===== config.mk =====
export PLATFORM = sky130hd
export DESIGN_NAME = flash_ctrl_flat
export DESIGN_NICKNAME = d
export VERILOG_FILES = /design/src/rtl/flash_ctrl_if.sv /design/src/rtl/flash_ctrl.sv /design/src/flat_wrapper.sv
export SDC_FILE = /design/constraint.sdc
export NUM_CORES = 1
export LEC_CHECK = 0
export CORE_UTILIZATION = 42
export CTS_CLUSTER_SIZE = 10
export DETAILED_ROUTE_END_ITERATION = 7
export HOLD_SLACK_MARGIN = 0.03
export PLACE_DENSITY = 0.75
export SYNTH_ARGS = -nofsm -noshare
export SYNTH_HDL_FRONTEND = slang
export SYNTH_SLANG_ARGS = --single-unit
export TNS_END_PERCENT = 20

===== constraint.sdc =====
create_clock -name wb_clk_i -period 2.21 [get_ports wb_clk_i]
set_input_delay 0.442 -clock wb_clk_i [delete_from_list [all_inputs] [get_ports wb_clk_i]]
set_output_delay 0.442 -clock wb_clk_i [all_outputs]
set_load 0.03 [all_outputs]

===== src/rtl/flash_ctrl_if.sv =====
// Wishbone classic bus between a master and the flash controller slave.
// Signal names carry the slave-side direction suffix.
interface flash_ctrl_if;
   logic        wb_cyc_i;
   logic        wb_stb_i;
   logic        wb_we_i;
   logic [21:0] wb_adr_i;
   logic [3:0]  wb_sel_i;
   logic [31:0] wb_dat_i;
   logic [31:0] wb_dat_o;
   logic        wb_ack_o;
   logic        wb_err_o;

   modport slave (
      input  wb_cyc_i, wb_stb_i, wb_we_i, wb_adr_i, wb_sel_i, wb_dat_i,
      output wb_dat_o, wb_ack_o, wb_err_o
   );

   modport master (
      output wb_cyc_i, wb_stb_i, wb_we_i, wb_adr_i, wb_sel_i, wb_dat_i,
      input  wb_dat_o, wb_ack_o, wb_err_o
   );
endinterface


===== src/rtl/flash_ctrl.sv =====
// Wishbone classic slave driving an asynchronous parallel NOR flash with
// programmable read wait, write setup/pulse/hold and power-up reset timing.
module flash_ctrl #(
   parameter int unsigned RD_WAIT   = 4,
   parameter int unsigned WR_SETUP  = 1,
   parameter int unsigned WR_PULSE  = 3,
   parameter int unsigned WR_HOLD   = 1,
   parameter int unsigned RP_CYCLES = 8
) (
   input  logic             wb_clk_i,
   input  logic             wb_rst_ni,
   flash_ctrl_if.slave      wb,
   output logic [19:0]      fl_addr_o,
   output logic [31:0]      fl_dq_o,
   output logic             fl_dq_oe_o,
   input  logic [31:0]      fl_dq_i,
   output logic             fl_ceb_o,
   output logic             fl_oeb_o,
   output logic             fl_web_o,
   output logic             fl_rpb_o,
   output logic             fl_wpb_o
);

   localparam logic [3:0] RST_HOLD = 4'd0;
   localparam logic [3:0] IDLE     = 4'd1;
   localparam logic [3:0] RD       = 4'd2;
   localparam logic [3:0] RD_ACK   = 4'd3;
   localparam logic [3:0] WR_SU    = 4'd4;
   localparam logic [3:0] WR_PW    = 4'd5;
   localparam logic [3:0] WR_HD    = 4'd6;
   localparam logic [3:0] WR_ACK   = 4'd7;
   localparam logic [3:0] RECOVER  = 4'd8;

   logic [3:0]  state_q, state_d;
   logic [3:0]  wait_cnt_q, wait_cnt_d;
   logic [7:0]  rp_cnt_q, rp_cnt_d;
   logic        abort_q, abort_d;
   logic        ack_q, ack_d, err_q, err_d;
   logic [31:0] rdat_q, rdat_d;
   logic [19:0] addr_q, addr_d;
   logic [31:0] wdat_q, wdat_d;
   logic        ceb_q, ceb_d, oeb_q, oeb_d, web_q, web_d, oe_q, oe_d, rpb_q, rpb_d;
   logic [3:0]  lim_s;
   logic        wait_done_s, rp_done_s, req_s, live_s;
   logic        unused_s;

   assign unused_s    = ^wb.wb_adr_i[1:0];
   assign req_s       = wb.wb_cyc_i & wb.wb_stb_i;
   // A response is only issued if the master kept the cycle open throughout.
   assign live_s      = wb.wb_cyc_i & ~abort_q;
   assign wait_done_s = (wait_cnt_q == (lim_s - 4'd1));
   assign rp_done_s   = (rp_cnt_q == 8'(RP_CYCLES - 1));

   // Wait-state limit for the current state.
   always_comb begin
      lim_s = 4'd1;
      case (state_q)
         RD:      lim_s = 4'(RD_WAIT);
         WR_SU:   lim_s = 4'(WR_SETUP);
         WR_PW:   lim_s = 4'(WR_PULSE);
         WR_HD:   lim_s = 4'(WR_HOLD);
         default: lim_s = 4'd1;
      endcase
   end

   // Next-state, counters, request latching and registered-output decode.
   always_comb begin
      state_d    = state_q;
      wait_cnt_d = wait_done_s ? wait_cnt_q : (wait_cnt_q + 4'd1);
      rp_cnt_d   = ((state_q == RST_HOLD) && !rp_done_s) ? (rp_cnt_q + 8'd1) : 8'd0;
      abort_d    = abort_q;
      ack_d      = 1'b0;
      err_d      = 1'b0;
      rdat_d     = rdat_q;
      addr_d     = addr_q;
      wdat_d     = wdat_q;
      if ((state_q != IDLE) && (state_q != RST_HOLD) && !wb.wb_cyc_i) begin
         abort_d = 1'b1;
      end else begin
         abort_d = abort_q;
      end
      case (state_q)
         RST_HOLD: state_d = rp_done_s ? IDLE : RST_HOLD;
         IDLE: begin
            if (req_s) begin
               addr_d  = wb.wb_adr_i[21:2];
               wdat_d  = wb.wb_dat_i;
               abort_d = 1'b0;
               if (!wb.wb_we_i) begin
                  state_d = RD;
               end else if (wb.wb_sel_i == 4'hF) begin
                  state_d = WR_SU;
               end else begin
                  // Partial-word writes are refused without touching the flash.
                  state_d = WR_ACK;
                  err_d   = 1'b1;
               end
            end else begin
               state_d = IDLE;
            end
         end
         RD: begin
            if (wait_done_s) begin
               state_d = RD_ACK;
               ack_d   = live_s;
               rdat_d  = fl_dq_i;
            end else begin
               state_d = RD;
            end
         end
         RD_ACK:  state_d = RECOVER;
         WR_SU:   state_d = wait_done_s ? WR_PW : WR_SU;
         WR_PW:   state_d = wait_done_s ? WR_HD : WR_PW;
         WR_HD: begin
            if (wait_done_s) begin
               state_d = WR_ACK;
               ack_d   = live_s;
            end else begin
               state_d = WR_HD;
            end
         end
         WR_ACK:  state_d = RECOVER;
         RECOVER: state_d = IDLE;
         default: state_d = RECOVER;
      endcase
      if (state_d != state_q) begin
         wait_cnt_d = 4'd0;
      end else begin
         wait_cnt_d = wait_cnt_d;
      end
      ceb_d = !((state_d == RD) || (state_d == WR_SU) || (state_d == WR_PW) || (state_d == WR_HD));
      oeb_d = (state_d != RD);
      web_d = (state_d != WR_PW);
      oe_d  = (state_d == WR_SU) || (state_d == WR_PW) || (state_d == WR_HD);
      rpb_d = (state_d != RST_HOLD);
   end

   // State and output registers; reset forces the flash into its reset hold.
   always_ff @(posedge wb_clk_i or negedge wb_rst_ni) begin
      if (!wb_rst_ni) begin
         state_q    <= RST_HOLD;
         wait_cnt_q <= 4'd0;
         rp_cnt_q   <= 8'd0;
         abort_q    <= 1'b0;
         ack_q      <= 1'b0;
         err_q      <= 1'b0;
         rdat_q     <= 32'd0;
         addr_q     <= 20'd0;
         wdat_q     <= 32'd0;
         ceb_q      <= 1'b1;
         oeb_q      <= 1'b1;
         web_q      <= 1'b1;
         oe_q       <= 1'b0;
         rpb_q      <= 1'b0;
      end else begin
         state_q    <= state_d;
         wait_cnt_q <= wait_cnt_d;
         rp_cnt_q   <= rp_cnt_d;
         abort_q    <= abort_d;
         ack_q      <= ack_d;
         err_q      <= err_d;
         rdat_q     <= rdat_d;
         addr_q     <= addr_d;
         wdat_q     <= wdat_d;
         ceb_q      <= ceb_d;
         oeb_q      <= oeb_d;
         web_q      <= web_d;
         oe_q       <= oe_d;
         rpb_q      <= rpb_d;
      end
   end

   assign wb.wb_dat_o = rdat_q;
   assign wb.wb_ack_o = ack_q;
   assign wb.wb_err_o = err_q;
   assign fl_addr_o   = addr_q;
   assign fl_dq_o     = wdat_q;
   assign fl_dq_oe_o  = oe_q;
   assign fl_ceb_o    = ceb_q;
   assign fl_oeb_o    = oeb_q;
   assign fl_web_o    = web_q;
   assign fl_rpb_o    = rpb_q;
   assign fl_wpb_o    = rpb_q;

endmodule

===== src/flat_wrapper.sv =====
// flat-port wrapper written by rule: the top's interface ports become plain ports
module flash_ctrl_flat 
#(
   parameter int unsigned RD_WAIT   = 4,
   parameter int unsigned WR_SETUP  = 1,
   parameter int unsigned WR_PULSE  = 3,
   parameter int unsigned WR_HOLD   = 1,
   parameter int unsigned RP_CYCLES = 8
)
  (wb_clk_i, wb_rst_ni, fl_addr_o, fl_dq_o, fl_dq_oe_o, fl_dq_i, fl_ceb_o, fl_oeb_o, fl_web_o, fl_rpb_o, fl_wpb_o, wb_wb_cyc_i, wb_wb_stb_i, wb_wb_we_i, wb_wb_adr_i, wb_wb_sel_i, wb_wb_dat_i, wb_wb_dat_o, wb_wb_ack_o, wb_wb_err_o);
  flash_ctrl_if wb_i ();
  input  logic wb_clk_i;
  input  logic wb_rst_ni;
  output logic [19:0] fl_addr_o;
  output logic [31:0] fl_dq_o;
  output logic fl_dq_oe_o;
  input  logic [31:0] fl_dq_i;
  output logic fl_ceb_o;
  output logic fl_oeb_o;
  output logic fl_web_o;
  output logic fl_rpb_o;
  output logic fl_wpb_o;
  input wire logic [$bits(wb_i.wb_cyc_i)-1:0] wb_wb_cyc_i;
  input wire logic [$bits(wb_i.wb_stb_i)-1:0] wb_wb_stb_i;
  input wire logic [$bits(wb_i.wb_we_i)-1:0] wb_wb_we_i;
  input wire logic [$bits(wb_i.wb_adr_i)-1:0] wb_wb_adr_i;
  input wire logic [$bits(wb_i.wb_sel_i)-1:0] wb_wb_sel_i;
  input wire logic [$bits(wb_i.wb_dat_i)-1:0] wb_wb_dat_i;
  output wire logic [$bits(wb_i.wb_dat_o)-1:0] wb_wb_dat_o;
  output wire logic [$bits(wb_i.wb_ack_o)-1:0] wb_wb_ack_o;
  output wire logic [$bits(wb_i.wb_err_o)-1:0] wb_wb_err_o;
  assign wb_i.wb_cyc_i = wb_wb_cyc_i;
  assign wb_i.wb_stb_i = wb_wb_stb_i;
  assign wb_i.wb_we_i = wb_wb_we_i;
  assign wb_i.wb_adr_i = wb_wb_adr_i;
  assign wb_i.wb_sel_i = wb_wb_sel_i;
  assign wb_i.wb_dat_i = wb_wb_dat_i;
  assign wb_wb_dat_o = wb_i.wb_dat_o;
  assign wb_wb_ack_o = wb_i.wb_ack_o;
  assign wb_wb_err_o = wb_i.wb_err_o;
  flash_ctrl #(.RD_WAIT(RD_WAIT), .WR_SETUP(WR_SETUP), .WR_PULSE(WR_PULSE), .WR_HOLD(WR_HOLD), .RP_CYCLES(RP_CYCLES)) u_core (.wb_clk_i(wb_clk_i), .wb_rst_ni(wb_rst_ni), .wb(wb_i), .fl_addr_o(fl_addr_o), .fl_dq_o(fl_dq_o), .fl_dq_oe_o(fl_dq_oe_o), .fl_dq_i(fl_dq_i), .fl_ceb_o(fl_ceb_o), .fl_oeb_o(fl_oeb_o), .fl_web_o(fl_web_o), .fl_rpb_o(fl_rpb_o), .fl_wpb_o(fl_wpb_o));
endmodule

Word level (Yosys, flattened, before mapping)
Cells that the tools add are included.
{"block": "word_totals", "regBits": 108, "output_inout_bits": 92, "wordCells": 77}
{"block": "classes", "addsub": 3, "n_eq_ne": 18, "mux": 22, "n_bitwise": 3, "n_reduce_logical": 17}
{"op": "4-bit one-hot mux with 7 select lines", "count": 1}
{"op": "4-bit by 3-bit == test with 1-bit output (second input constant)", "count": 6}
{"op": "4-bit 2-to-1 mux", "count": 4}
{"op": "1-bit 2-to-1 mux", "count": 13}
{"op": "8-bit by 1-bit adder with 8-bit output (second input constant)", "count": 1}
{"op": "4-bit by 2-bit == test with 1-bit output (second input constant)", "count": 2}
{"op": "4-bit == test (second input constant)", "count": 2}
{"op": "8-bit by 3-bit == test with 1-bit output (second input constant)", "count": 1}
{"op": "8-bit 2-to-1 mux", "count": 1}
{"op": "4-bit nonzero test", "count": 2}
{"op": "3-bit one-hot mux with 2 select lines", "count": 1}
{"op": "1-bit logical OR", "count": 5}
{"op": "4-bit by 1-bit adder with 4-bit output (second input constant)", "count": 1}
{"op": "4-bit by 1-bit == test with 1-bit output (second input constant)", "count": 1}
{"op": "4-bit == test", "count": 1}
{"op": "4-bit logical NOT", "count": 1}
{"op": "2-bit 2-to-1 mux", "count": 2}
{"op": "4-bit by 1-bit inequality test with 1-bit output (second input constant)", "count": 1}
{"op": "4-bit by 2-bit inequality test with 1-bit output (second input constant)", "count": 1}
{"op": "4-bit by 3-bit inequality test with 1-bit output (second input constant)", "count": 1}
{"op": "4-bit inequality test", "count": 1}
{"op": "2-bit AND reduction", "count": 2}
{"op": "3-bit by 1-bit subtractor with 4-bit output (second input constant)", "count": 1}
{"op": "1-bit logical AND", "count": 3}
{"op": "5 further kinds", "count": 8}

Longest topological paths before layout
Gate-level depths: netlist (run 1).
{"block": "depth", "depth_word": 11, "mapped_depth": 8, "ltp_nobuf": 6}

Least setup slack after synthesis (run 1)
Ideal clock, no wire load.
{"block": "synth_timing", "kind": "reg-to-reg", "from": "register u_core.state_q[0]", "to": "register u_core.rdat_q[1], in the netlist u_core.wb.wb_dat_o[1]", "setup_time_ps": 125, "arrival_time_ps": 1886, "t_required_ps": 2085, "path_slack_ps": 199, "stages_incl_launch_ff": 7, "n_path_buf": 3, "cell_sequence": "dfrtp_1 > clkbuf_1 > or4b_1 > buf_2 > nor3_4 > buf_6 > mux2_2"}
{"block": "synth_via", "elab_chain_cells": 5, "elab_cells_between_ends": 6, "cone_classes": "add/sub: 1; eq/ne: 3; mux: 1; reduce/logical: 1"}
{"element": "start: declaration", "line": "flash_ctrl.sv:34", "text": "logic [3:0] state_q, state_d;"}
{"element": "start signal: assignment", "line": "flash_ctrl.sv:156", "text": "state_q <= state_d;"}
{"element": "4-bit by 3-bit == test with 1-bit output / 4-bit by 2-bit == test with 1-bit output (equally long branches)", "line": "flash_ctrl.sv:57, flash_ctrl.sv:82"}
{"element": "3-bit one-hot mux with 2 select lines", "line": "flash_ctrl.sv:57", "text": "case (state_q)"}
{"element": "3-bit by 1-bit subtractor with 4-bit output", "line": "flash_ctrl.sv:51", "text": "assign wait_done_s = (wait_cnt_q == (lim_s - 4'd1));"}
{"element": "4-bit == test", "line": "flash_ctrl.sv:51"}
{"element": "2-bit AND reduction (no line) *"}
{"element": "end signal: assignment", "line": "flash_ctrl.sv:162", "text": "rdat_q <= rdat_d;"}
{"element": "end: declaration", "line": "flash_ctrl.sv:39", "text": "logic [31:0] rdat_q, rdat_d;"}
Every way passes the cells marked *; elsewhere a longest branch is shown, timed or not.
A chain may end at the register's enable or synchronous reset.

Worst setup path after layout (run 1)
{"block": "layout_timing", "from": "register u_core.state_q[3]", "to": "register u_core.rdat_q[3], in the netlist u_core.wb.wb_dat_o[3]"}
Same word-level chain as after synthesis.

==> summary.md, run 1 <==
| Metric | Value |
|---|---|
| Overall Global Routing Usage | 0.187 |
| Pin count of the biggest net entering global routing | 109 |
| Starting DRC count in detailed routing | 147 |
| Clk slew on worst S/H paths | 0.10 ns |
| Avg WL per Cell | 15.7 um |
| R2R Setup Slk | 0.17 ns |
| Worst rel slew slack | 0.623 |
| Clock H-tree levels | 3 |
| Final Skew | 0.0189 ns |
| Total power | 7.63 mW |
| # rows | 36 |
| N_diodes | 0 |
| Avg Cell Area, Syn | 14.2 sq um |
| Final ANT Viol Nets | 0 |
| Initial antenna violation count | 0 |
| Finished Layout Cells | 634 |
| Clock power share | 0.157 |
| GP Congestion | 0.817 |
| Clock tree sinks | 108 |
| Maximum vdd drop | 0.000825 V |
| Syn Nets | 405 |
| Final-report hold violation count | 0 |
| Root buf cell | clkbuf_8 |
| Worst Setup Path Type | flip-flop to flip-flop |
| Post-synth EDFFs | 0 |
| Area of the die | 10,800 sq um |
| P per Cell Area | 1160 nW/um^2 |
| Yosys cell types | 45 |
| Filler cells | 767 |
| Vias in the first global route | 3,246 |
| RSZ-0062 raised after global routing | false |
| Commonest cells in the netlist | dfrtp_1, mux2_2, mux2_1 |
| Critical path arrival | 2.27 ns |
| Worst reg-to-reg path cell count | 4 |
| Layout cell share with drive strength beyond 1 | 0.200 |
| Final instance area | 6600 sq um |
| Die Y-Extent | 104 um |
| Starting Density | 0.440 |
| Worst-case clock buffer depth | 2 |
| I/O Pins | 187 |
| Yosys reg bits | 108 |
| Area share of the largest cell type after synthesis | 0.600 |
| Slew Limit Fails | 0 |
| Synth area leader | dfrtp_1 |
| Post-synthesis async set-or-reset flop share | 1.00 |
| First-pass GRT wire length | 16.0 mm |
| Area delta synth->final | 50.8% |
| P_int | 4.79 mW |
| HPWL Detailed | 7.38 mm |
| Placed Cells | 618 |
| Mux cell area share after synthesis | 0.216 |
| Worst-margin pin slew | 0.566 ns |
| Critical Path End Type | flip-flop |
| Clk_lat worst skew | 0.35 ns |
| CTS tree | done |
| Fin nets | 593 |
| Largest family of logic cells by synthesized area | multiplexers |
| Mapped Area | 4380 sq um |
| Critical R2R Launch | u_core.state_q[3] |
| Synth Area in Simple Gates | 0.0783 |
| Seq/Total Area, Yosys | 0.618 |
| Drt pass-1 iters | 4 |
| Die W | 104 um |
| Synth Flop Type | dfrtp_1 |
| CTS Hold Buffers Added | 0 |
| Worst reg2reg path endpoint | u_core.wb.wb_dat_o[3] |
| Vias | 3,094 |
| Total global routing overflow | 0 |
| Min Clock Period, post-route | 2.04 ns |
| Max Freq | 490 MHz |
| Reg area | 2710 sq um |
| P_leak | 2.88 nW |
| Post-Synth XOR/XNOR Area | 0.0160 |
| # port buffers | 184 |
| Final setup fails | 0 |
| Top-count cell post-synth | dfrtp_1 |
| Status | finished clean |
| Worst Path Max Fanout | 32 |
| Pre-CTS setup slack | 0.166 ns |
| Core ar. | 9950 sq um |
| Num CTS Buffers | 9 |
| Final setup margin | 0.170 ns |
| Multi-input combinational cell area | 1550 sq um |
| WL final | 9.93 mm |
| Via-to-Cell Ratio | 4.88 |
| Maximum capacitance violations | 0 |
| Post-synthesis compound-gate area fraction | 0.0377 |
| DP Area | 6400 sq um |
| Warnings from Yosys | 0 |
| Leading post-synthesis cells by cell area | dfrtp_1, mux2_2, mux2_1 |
| Synth Area in Adders | 0.00571 |
| Sum Neg Setup Slack | 0 ns |
| Comb pwr share | 0.464 |
| Crit path launch type | flip-flop |
| Flop pwr share | 0.379 |
| WP data required | 2.44 ns |
| DRC Markers | 0 |
| Sw power | 2.84 mW |
| Fin crit share | 0.923 |
| Worst hold path class | input pin to asynchronous set/reset pin |
| Synth Instances | 308 |
| Switch share | 0.372 |
-- critical path: stages, from the launching register on --
cell	delay [ns]
dfrtp_1	0.44
or4b_1	0.68
nor3_4	0.22
buf_12	0.24
mux2_2	0.35
-- through the flow --
step / util / hold WS, ns
global placement: 0.643 / 0.432
global route: 0.663 / 0.147
finish: 0.663 / 0.121
detailed placement: 0.643 / 0.431
CTS: 0.663 / 0.167
floorplan: - / 0.146
-- final cells by class --
| type | instances | share of cell area |
|---|---|---|
| clock inverter | 5 | 0.00909 |
| multi-input combinational | 178 | 0.235 |
| clock buffer | 11 | 0.0214 |
| inverter | 4 | 0.00227 |
| sequential | 108 | 0.410 |
| tap | 133 | 0.0252 |
| timing repair buffer | 195 | 0.297 |
-- repair_timing --
action / 4_1_cts / 5_1_grt
gates resized for setup: 0 / 2
buffers inserted: 0 / 0
setup endpoints to repair: 0 / 4
-- worst max-delay path by stage --
| stage | startpoint | to | slack, ns | cells after the start |
|---|---|---|---|---|
| floorplan | u_core.state_q[0] | u_core.wb.wb_dat_o[1] | 0.20 | 6 |
| global placement | u_core.state_q[1] | u_core.wb.wb_dat_o[1] | 0.21 | 4 |
| detailed placement | u_core.state_q[1] | u_core.wb.wb_dat_o[2] | 0.17 | 4 |
| CTS | u_core.state_q[1] | u_core.wb.wb_dat_o[12] | 0.14 | 4 |
| global route | u_core.state_q[3] | u_core.wait_cnt_q[1] | 0.01 | 5 |
| finish | u_core.state_q[3] | u_core.wb.wb_dat_o[3] | 0.17 | 4 |
-- sequential cells by signal, indices dropped and copies added (netlist names) --
| signal | count |
|---|---|
| u_core.fl_ceb_o | 1 |
| u_core.fl_rpb_o | 1 |
| u_core.state_q | 4 |
| u_core.abort_q | 1 |
| u_core.wb.wb_err_o | 1 |
| u_core.fl_oeb_o | 1 |
| u_core.fl_addr_o | 20 |
| u_core.fl_web_o | 1 |
| u_core.fl_dq_o | 32 |
| u_core.fl_dq_oe_o | 1 |
| u_core.wb.wb_ack_o | 1 |
| u_core.wait_cnt_q | 4 |
| u_core.rp_cnt_q | 8 |
| u_core.wb.wb_dat_o | 32 |
-- routing by layer --
metal / global-route usage / wire length [um] / vias to the layer above / share of wire
met1: 0.219 / 4120 / 1492 / 0.41
met3: 0.0702 / 888 / 4 / 0.089
met2: 0.328 / 4870 / 140 / 0.49
met5: 0 / 0 / - / 0
li1: - / - / 1458 / -
met4: 0.0367 / 55 / 0 / 0.0055
-- layout by cell type, fill, tap and decap left out, types with 4 or more instances in the layout --
master / count
inv_1: 4
nand2_1: 10
a21oi_1: 4
clkdlybuf4s50_1: 183
o21ai_0: 4
mux2_1: 23
clkbuf_8: 10
mux2_2: 61
nor2_1: 18
xor2_1: 6
and3_1: 4
nand3_1: 6
buf_4: 9
dfrtp_1: 104
-- logic make-up (layout without fill, tap and decap cells) --
family                     after synthesis  count (layout)
AOI/OAI and AO/OA                       23              23
xor gates and xnor gates                 8               8
adders and majority gates                2               2
buffers and inverters                   22             215
DFF                                    108             108
muxes                                   84              84
and+or+nand+nor                         61              61
-- power groups by stage --
stage	Sequential, mW	Combinational (mW)	Clock, mW
2_1_floorplan	3.93	0.992	0
3_3_place_gp	2.89	3.52	0
3_5_place_dp	2.93	3.57	0
4_1_cts	2.90	3.58	1.24
5_1_grt	2.96	3.75	1.32
6_report	2.89	3.54	1.20
(Power assumes the default switching activity.)
==> run 2: changes to the inputs <==
--- a/config.mk
+++ b/config.mk
@@ -5,11 +5,12 @@
 export SDC_FILE = /design/constraint.sdc
 export NUM_CORES = 1
 export LEC_CHECK = 0
-export CORE_UTILIZATION = 42
+export CORE_UTILIZATION = 60
 export CTS_CLUSTER_SIZE = 10
 export DETAILED_ROUTE_END_ITERATION = 7
+export DONT_BUFFER_PORTS = 1
 export HOLD_SLACK_MARGIN = 0.03
-export PLACE_DENSITY = 0.75
+export PLACE_DENSITY = 0.72
 export SYNTH_ARGS = -nofsm -noshare
 export SYNTH_HDL_FRONTEND = slang
 export SYNTH_SLANG_ARGS = --single-unit
==> run 2 against run 1 <==
  * The run now ends with negative hold slack left
  * Combinational power is 68% lower
  * Cell area is 29% lower
  * Fmax is 0.31% lower
  * Clock power is 12% lower
  * Power is 18% lower
  * Core utilization is 1.4 points higher
  * Clock skew is 0.0092 ns lower
  * First-iteration DRC count is 39% lower
  * Via count is 22% lower
  * Global-route usage is 1.9 points higher
  * Critical endpoint is now u_core.wb.wb_dat_o[5]
  * Largest cell class unchanged
==> summary.md, run 2 (synthesis gave the netlist of run 1 again) <==
| Metric | Value |
|---|---|
| Sum Neg Setup Slack | 0 ns |
| WHS | -0.228 ns |
| Vias | 2,414 |
| Vias in the first global route | 2,381 |
| Failing checks | negative hold slack |
| Worst Setup Path Type | flip-flop to flip-flop |
| Starting DRC count in detailed routing | 89 |
| Setup Buffers After CTS | 0 |
| First-pass GRT wire length | 11.8 mm |
| WP data required | 2.45 ns |
| Worst reg-to-reg path cell count | 4 |
| Status | finished with violations |
| Worst-margin pin slew | 0.565 ns |
| Root buf cell | clkbuf_8 |
| Total global routing overflow | 0 |
| Slew Limit Fails | 0 |
| Max Freq | 489 MHz |
| Commonest non-fill, non-tap cells in the layout | dfrtp_1, mux2_2, mux2_1, nor2_1, nand2_1 |
| Setup crit start | u_core.state_q[3] |
| R2R Setup Slk | 0.16 ns |
| Clk_lat worst skew | 0.36 ns |
| Fin crit share | 0.926 |
| Fin nets | 409 |
| Total power | 6.26 mW |
| Delay-heaviest family, CP | simple AND/OR/NAND/NOR gates |
| GP Congestion | 0.815 |
| Critical R2R Launch | u_core.state_q[3] |
| Area of the die | 7650 sq um |
| Final setup fails | 0 |
| Area delta synth->final | 6.77% |
| Overall Global Routing Usage | 0.206 |
| P_leak | 2.16 nW |
| Final Skew | 0.00966 ns |
| Worst rel slew slack | 0.624 |
| Die W | 87.4 um |
| Clock H-tree levels | 3 |
| Pin count of the biggest net entering global routing | 109 |
| N_diodes | 0 |
| # port buffers | 0 |
| Finished Layout Cells | 412 |
| Worst hold path class | input pin to asynchronous set/reset pin |
| Worst-case clock buffer depth | 2 |
| Clk slew on worst S/H paths | 0.10 ns |
| P per Cell Area | 1340 nW/um^2 |
| Die Y-Extent | 87.4 um |
| Worst Path Max Fanout | 32 |
| Min Clock Period, post-route | 2.05 ns |
| RSZ-0062 raised after global routing | false |
| Initial antenna violation count | 0 |
| Clock tree sinks | 108 |
| Crit path launch type | flip-flop |
| Drt pass-1 iters | 4 |
| Layout cell share with drive strength beyond 1 | 0.313 |
| Critical Path End Type | flip-flop |
| Placed Cells | 397 |
| Core ar. | 6910 sq um |
| Worst path bufs/invs | 1 |
| Critical path arrival | 2.28 ns |
| Pre-CTS setup slack | 0.165 ns |
| Avg WL per Cell | 19.2 um |
| Slowest-stage cell, CP | or4b_1 |
| Max incr delay on CP | 0.68 ns |
| CTS tree | done |
| Starting Density | 0.634 |
| Maximum vdd drop | 0.000756 V |
| Final-report hold violation count | 108 |
| HPWL Detailed | 5.78 mm |
| Worst reg2reg path endpoint | u_core.wb.wb_dat_o[5] |
| WL final | 7.90 mm |
| Final setup margin | 0.163 ns |
| Critical Path, Cell by Cell | or4b_1, nor3_4, buf_12, mux2_2 |
| DRC Markers | 0 |
| Num CTS Buffers | 9 |
| Maximum capacitance violations | 0 |
| Final ANT Viol Nets | 0 |
| Via-to-Cell Ratio | 5.86 |
| Commonest non-fill, non-tap cell in the layout | dfrtp_1 |
| I/O Pins | 187 |
| # rows | 30 |
## run 2: cell count changes in the layout (fill, tap and decap cells not counted)
cell,delta
clkbuf_8,-1
clkinvlp_4,+1
o21ai_1,-1
bufinv_16,-1
o21ai_0,+1
clkbuf_1,-1
buf_12,-1
clkdlybuf4s50_1,-183
inv_8,+1
## run 2: worst max-delay path by stage
stage,end,slack [ns],depth (start not counted)
finish,u_core.wb.wb_dat_o[5],0.16,4
global route,u_core.wait_cnt_q[1],0.02,5
CTS,u_core.wb.wb_dat_o[13],0.15,4
detailed placement,u_core.wb.wb_dat_o[13],0.17,4
global placement,u_core.wait_cnt_q[1],0.19,5
floorplan,u_core.wb.wb_dat_o[1],0.20,6
## run 2: what timing repair did
item                                    4_1_cts  5_1_grt
hold endpoints to repair                    108      108
gates resized for setup                       0        1
endpoints found under the setup margin        0        1
## run 2: per-layer routing
metal | track usage | up-vias | part of all wire
met5 | 0 | - | 0
li1 | - | 1092 | -
met4 | 0.0760 | 0 | 0.012
met3 | 0.0777 | 8 | 0.11
met2 | 0.354 | 114 | 0.51
met1 | 0.233 | 1200 | 0.37
## run 2: power by group
part,internal [mW],switching [mW]
Clock,0.415,0.642
Combinational,0.653,0.487
Sequential,2.56,1.50
Total,3.63,2.63
## run 2: area by class of cell
cell class | count | area [sq um]
Timing Repair Buffer | 11 | 108
Clock inverter | 6 | 48.8
Inverter | 4 | 15.0
Sequential cell | 108 | 2710
Clock buffer | 9 | 124
Fill cell | 520 | 2230
Tap cell | 96 | 120
Multi-Input combinational cell | 178 | 1550
## run 2: stage by stage
step / utilization / hold slack (ns) / area, sq um
floorplan: - / 0.146 / 4380
global placement: 0.652 / 0.149 / 4500
detailed placement: 0.652 / 0.149 / 4500
CTS: 0.677 / -0.245 / 4680
global route: 0.677 / -0.260 / 4680
finish: 0.677 / -0.228 / 4680
==> run 3: changes to the inputs <==
--- a/config.mk
+++ b/config.mk
@@ -5,12 +5,12 @@
 export SDC_FILE = /design/constraint.sdc
 export NUM_CORES = 1
 export LEC_CHECK = 0
-export CORE_UTILIZATION = 60
+export CORE_UTILIZATION = 56
 export CTS_CLUSTER_SIZE = 10
 export DETAILED_ROUTE_END_ITERATION = 7
 export DONT_BUFFER_PORTS = 1
 export HOLD_SLACK_MARGIN = 0.03
-export PLACE_DENSITY = 0.72
+export PLACE_DENSITY = 0.7
 export SYNTH_ARGS = -nofsm -noshare
 export SYNTH_HDL_FRONTEND = slang
 export SYNTH_SLANG_ARGS = --single-unit
==> constraint.sdc (replaced) <==
create_clock -name wb_clk_i -period 1.8 [get_ports wb_clk_i]
set_input_delay 0.36 -clock wb_clk_i [delete_from_list [all_inputs] [get_ports wb_clk_i]]
set_output_delay 0.36 -clock wb_clk_i [all_outputs]
set_load 0.03 [all_outputs]
==> run 3 against run 2 <==
  * Critical path depth is the same
  * Hold slack lost 0.084 ns
  * The flow finishes with violations (negative hold slack, negative setup slack)
  * Clock power is 24% higher
  * Combinational power grew 45%
  * Non-clock buffer count rose by 14
==> summary.md, run 3 (synthesis gave the netlist of run 1 again) <==
| Metric | Value |
|---|---|
| P_leak | 2.26 nW |
| Comb pwr share | 0.208 |
| Final Skew | 0.0112 ns |
| Pin count of the biggest net entering global routing | 109 |
| Min Clock Period, post-route | 1.90 ns |
| # port buffers | 0 |
| Slowest-stage cell, CP | or4b_4 |
| Via-to-Cell Ratio | 5.79 |
| Worst-margin pin slew | 0.546 ns |
| Core ar. | 7410 sq um |
| Max incr delay on CP | 0.59 ns |
| R2R Setup Slk | -0.1 ns |
| Switch share | 0.417 |
| Vias | 2,488 |
| Maximum vdd drop | 0.00100 V |
| Commonest non-fill, non-tap cells in the layout | dfrtp_1, mux2_2, buf_4, mux2_1, nor2_1 |
| Root buf cell | clkbuf_8 |
| Initial antenna violation count | 0 |
| Fin crit share | 1.05 |
| Overall Global Routing Usage | 0.195 |
| Fin nets | 423 |
| CTS tree | done |
| Starting Density | 0.591 |
| WL final | 7.81 mm |
| Clock power share | 0.165 |
| Worst-case clock buffer depth | 2 |
| Max Freq | 528 MHz |
| Slew Limit Fails | 0 |
| Clock H-tree levels | 3 |
| # rows | 31 |
| Status | finished with violations |
| Final instance area | 4890 sq um |
| Maximum capacitance violations | 0 |
| Sw power | 3.31 mW |
| Filler cells | 534 |
| Avg WL per Cell | 18.2 um |
| Sum Neg Setup Slack | -5.54 ns |
| Commonest non-fill, non-tap cell in the layout | dfrtp_1 |
| WHS | -0.312 ns |
| Starting DRC count in detailed routing | 58 |
| Num CTS Buffers | 9 |
| GP Congestion | 0.777 |
| RSZ-0062 raised after global routing | true |
| DRC Markers | 0 |
| WP data required | 2.05 ns |
| Total power | 7.93 mW |
| First-pass GRT wire length | 12.6 mm |
| N_diodes | 0 |
| Worst hold path class | input pin to asynchronous set/reset pin |
| Clk_lat worst skew | 0.36 ns |
| P_int | 4.62 mW |
| Worst rel slew slack | 0.637 |
| Critical R2R Launch | u_core.state_q[3] |
| Clock tree sinks | 108 |
| Area delta synth->final | 11.7% |
| Worst reg2reg path endpoint | u_core.fl_addr_o[5] |
| Critical Path End Type | flip-flop |
| Worst Path Max Fanout | 39 |
| Total global routing overflow | 0 |
| Drt pass-1 iters | 4 |
| Final ANT Viol Nets | 0 |
| HPWL Detailed | 5.45 mm |
| Worst reg-to-reg path cell count | 4 |
| Layout cell share with drive strength beyond 1 | 0.393 |
| Area of the die | 8180 sq um |
| Vias in the first global route | 2,641 |
| Final-report hold violation count | 108 |
| DP Area | 4600 sq um |
| Crit path launch type | flip-flop |
| I/O Pins | 187 |
| Final setup margin | -0.0955 ns |
| Die Y-Extent | 90.4 um |
| Flop pwr share | 0.627 |
| Clk slew on worst S/H paths | 0.10 ns |
| Final setup fails | 86 |
| Critical path arrival | 2.14 ns |
| Die W | 90.4 um |
| Failing checks | negative hold slack, negative setup slack |
| Critical Path, Cell by Cell | or4b_4, nor2_4, buf_12, mux2_2 |
| Worst Setup Path Type | flip-flop to flip-flop |
| P per Cell Area | 1620 nW/um^2 |
run 3: cell count changes in the layout (fill, tap and decap cells not counted), moves of 2 or more:
cell     change
o21ai_0      -4
mux2_4       +4
buf_6        +2
buf_4       +12
o21ai_2      +4
mux2_1       -3
run 3: layer usage:
metal | track usage | part of all wire | up-vias
li1 | - | - | 1113
met1 | 0.229 | 0.39 | 1242
met2 | 0.327 | 0.50 | 126
met3 | 0.0749 | 0.10 | 7
met4 | 0.0699 | 0.0083 | 0
met5 | 0 | 0 | -
run 3: how the worst max path moves through the flow:
stage | from | endpoint | slack [ns] | depth (start not counted)
2_1_floorplan | u_core.state_q[0] | u_core.wb.wb_dat_o[1] | -0.19 | 6
3_3_place_gp | u_core.state_q[3] | u_core.wait_cnt_q[2] | -0.12 | 6
3_5_place_dp | u_core.state_q[3] | u_core.wait_cnt_q[2] | -0.17 | 6
4_1_cts | u_core.state_q[0] | u_core.fl_addr_o[4] | -0.08 | 5
5_1_grt | u_core.state_q[3] | u_core.fl_dq_o[15] | -0.16 | 4
6_report | u_core.state_q[3] | u_core.fl_addr_o[5] | -0.1 | 4
run 3: what timing repair did:
item,CTS,global route
gates resized for setup,9,19
buffers inserted,0,2
setup endpoints to repair,90,95
pin swaps,2,3
hold endpoints to repair,108,108
run 3: power groups by stage:
| stage | clock network (mW) | registers [mW] | logic, mW |
|---|---|---|---|
| final | 1.31 | 4.97 | 1.65 |
| after global routing | 1.45 | 5.07 | 1.80 |
| after floorplan | 0 | 4.83 | 1.22 |
| after detailed placement | 0 | 5.02 | 1.50 |
| after global placement | 0 | 5.01 | 1.42 |
| after CTS | 1.36 | 5.00 | 1.54 |
run 3: metrics by stage:
stage | instances | worst slack, ns | utilization
finish | 430 | -0.0955 | 0.660
floorplan | 308 | -0.193 | -
global route | 430 | -0.163 | 0.660
global placement | 412 | -0.121 | 0.621
CTS | 428 | -0.0764 | 0.649
detailed placement | 412 | -0.171 | 0.621
run 3: worst max-delay path: cells and delay by family (launching register included):
family	cells	cell delay, ns
DFF	1	0.42
muxes	1	0.36
buffers and inverters	1	0.23
and+or+nand+nor	2	0.75
run 3: layout make-up:
type,count,area (sq um),share of cell area
Clock buffer,10,128,0.0261
Clock inverter,6,48.8,0.00997
Inverter,4,15.0,0.00307
Multi-Input combinational cell,178,1650,0.337
Sequential cell,108,2710,0.553
Tap cell,99,124,0.0253
Timing Repair Buffer,25,220,0.0450
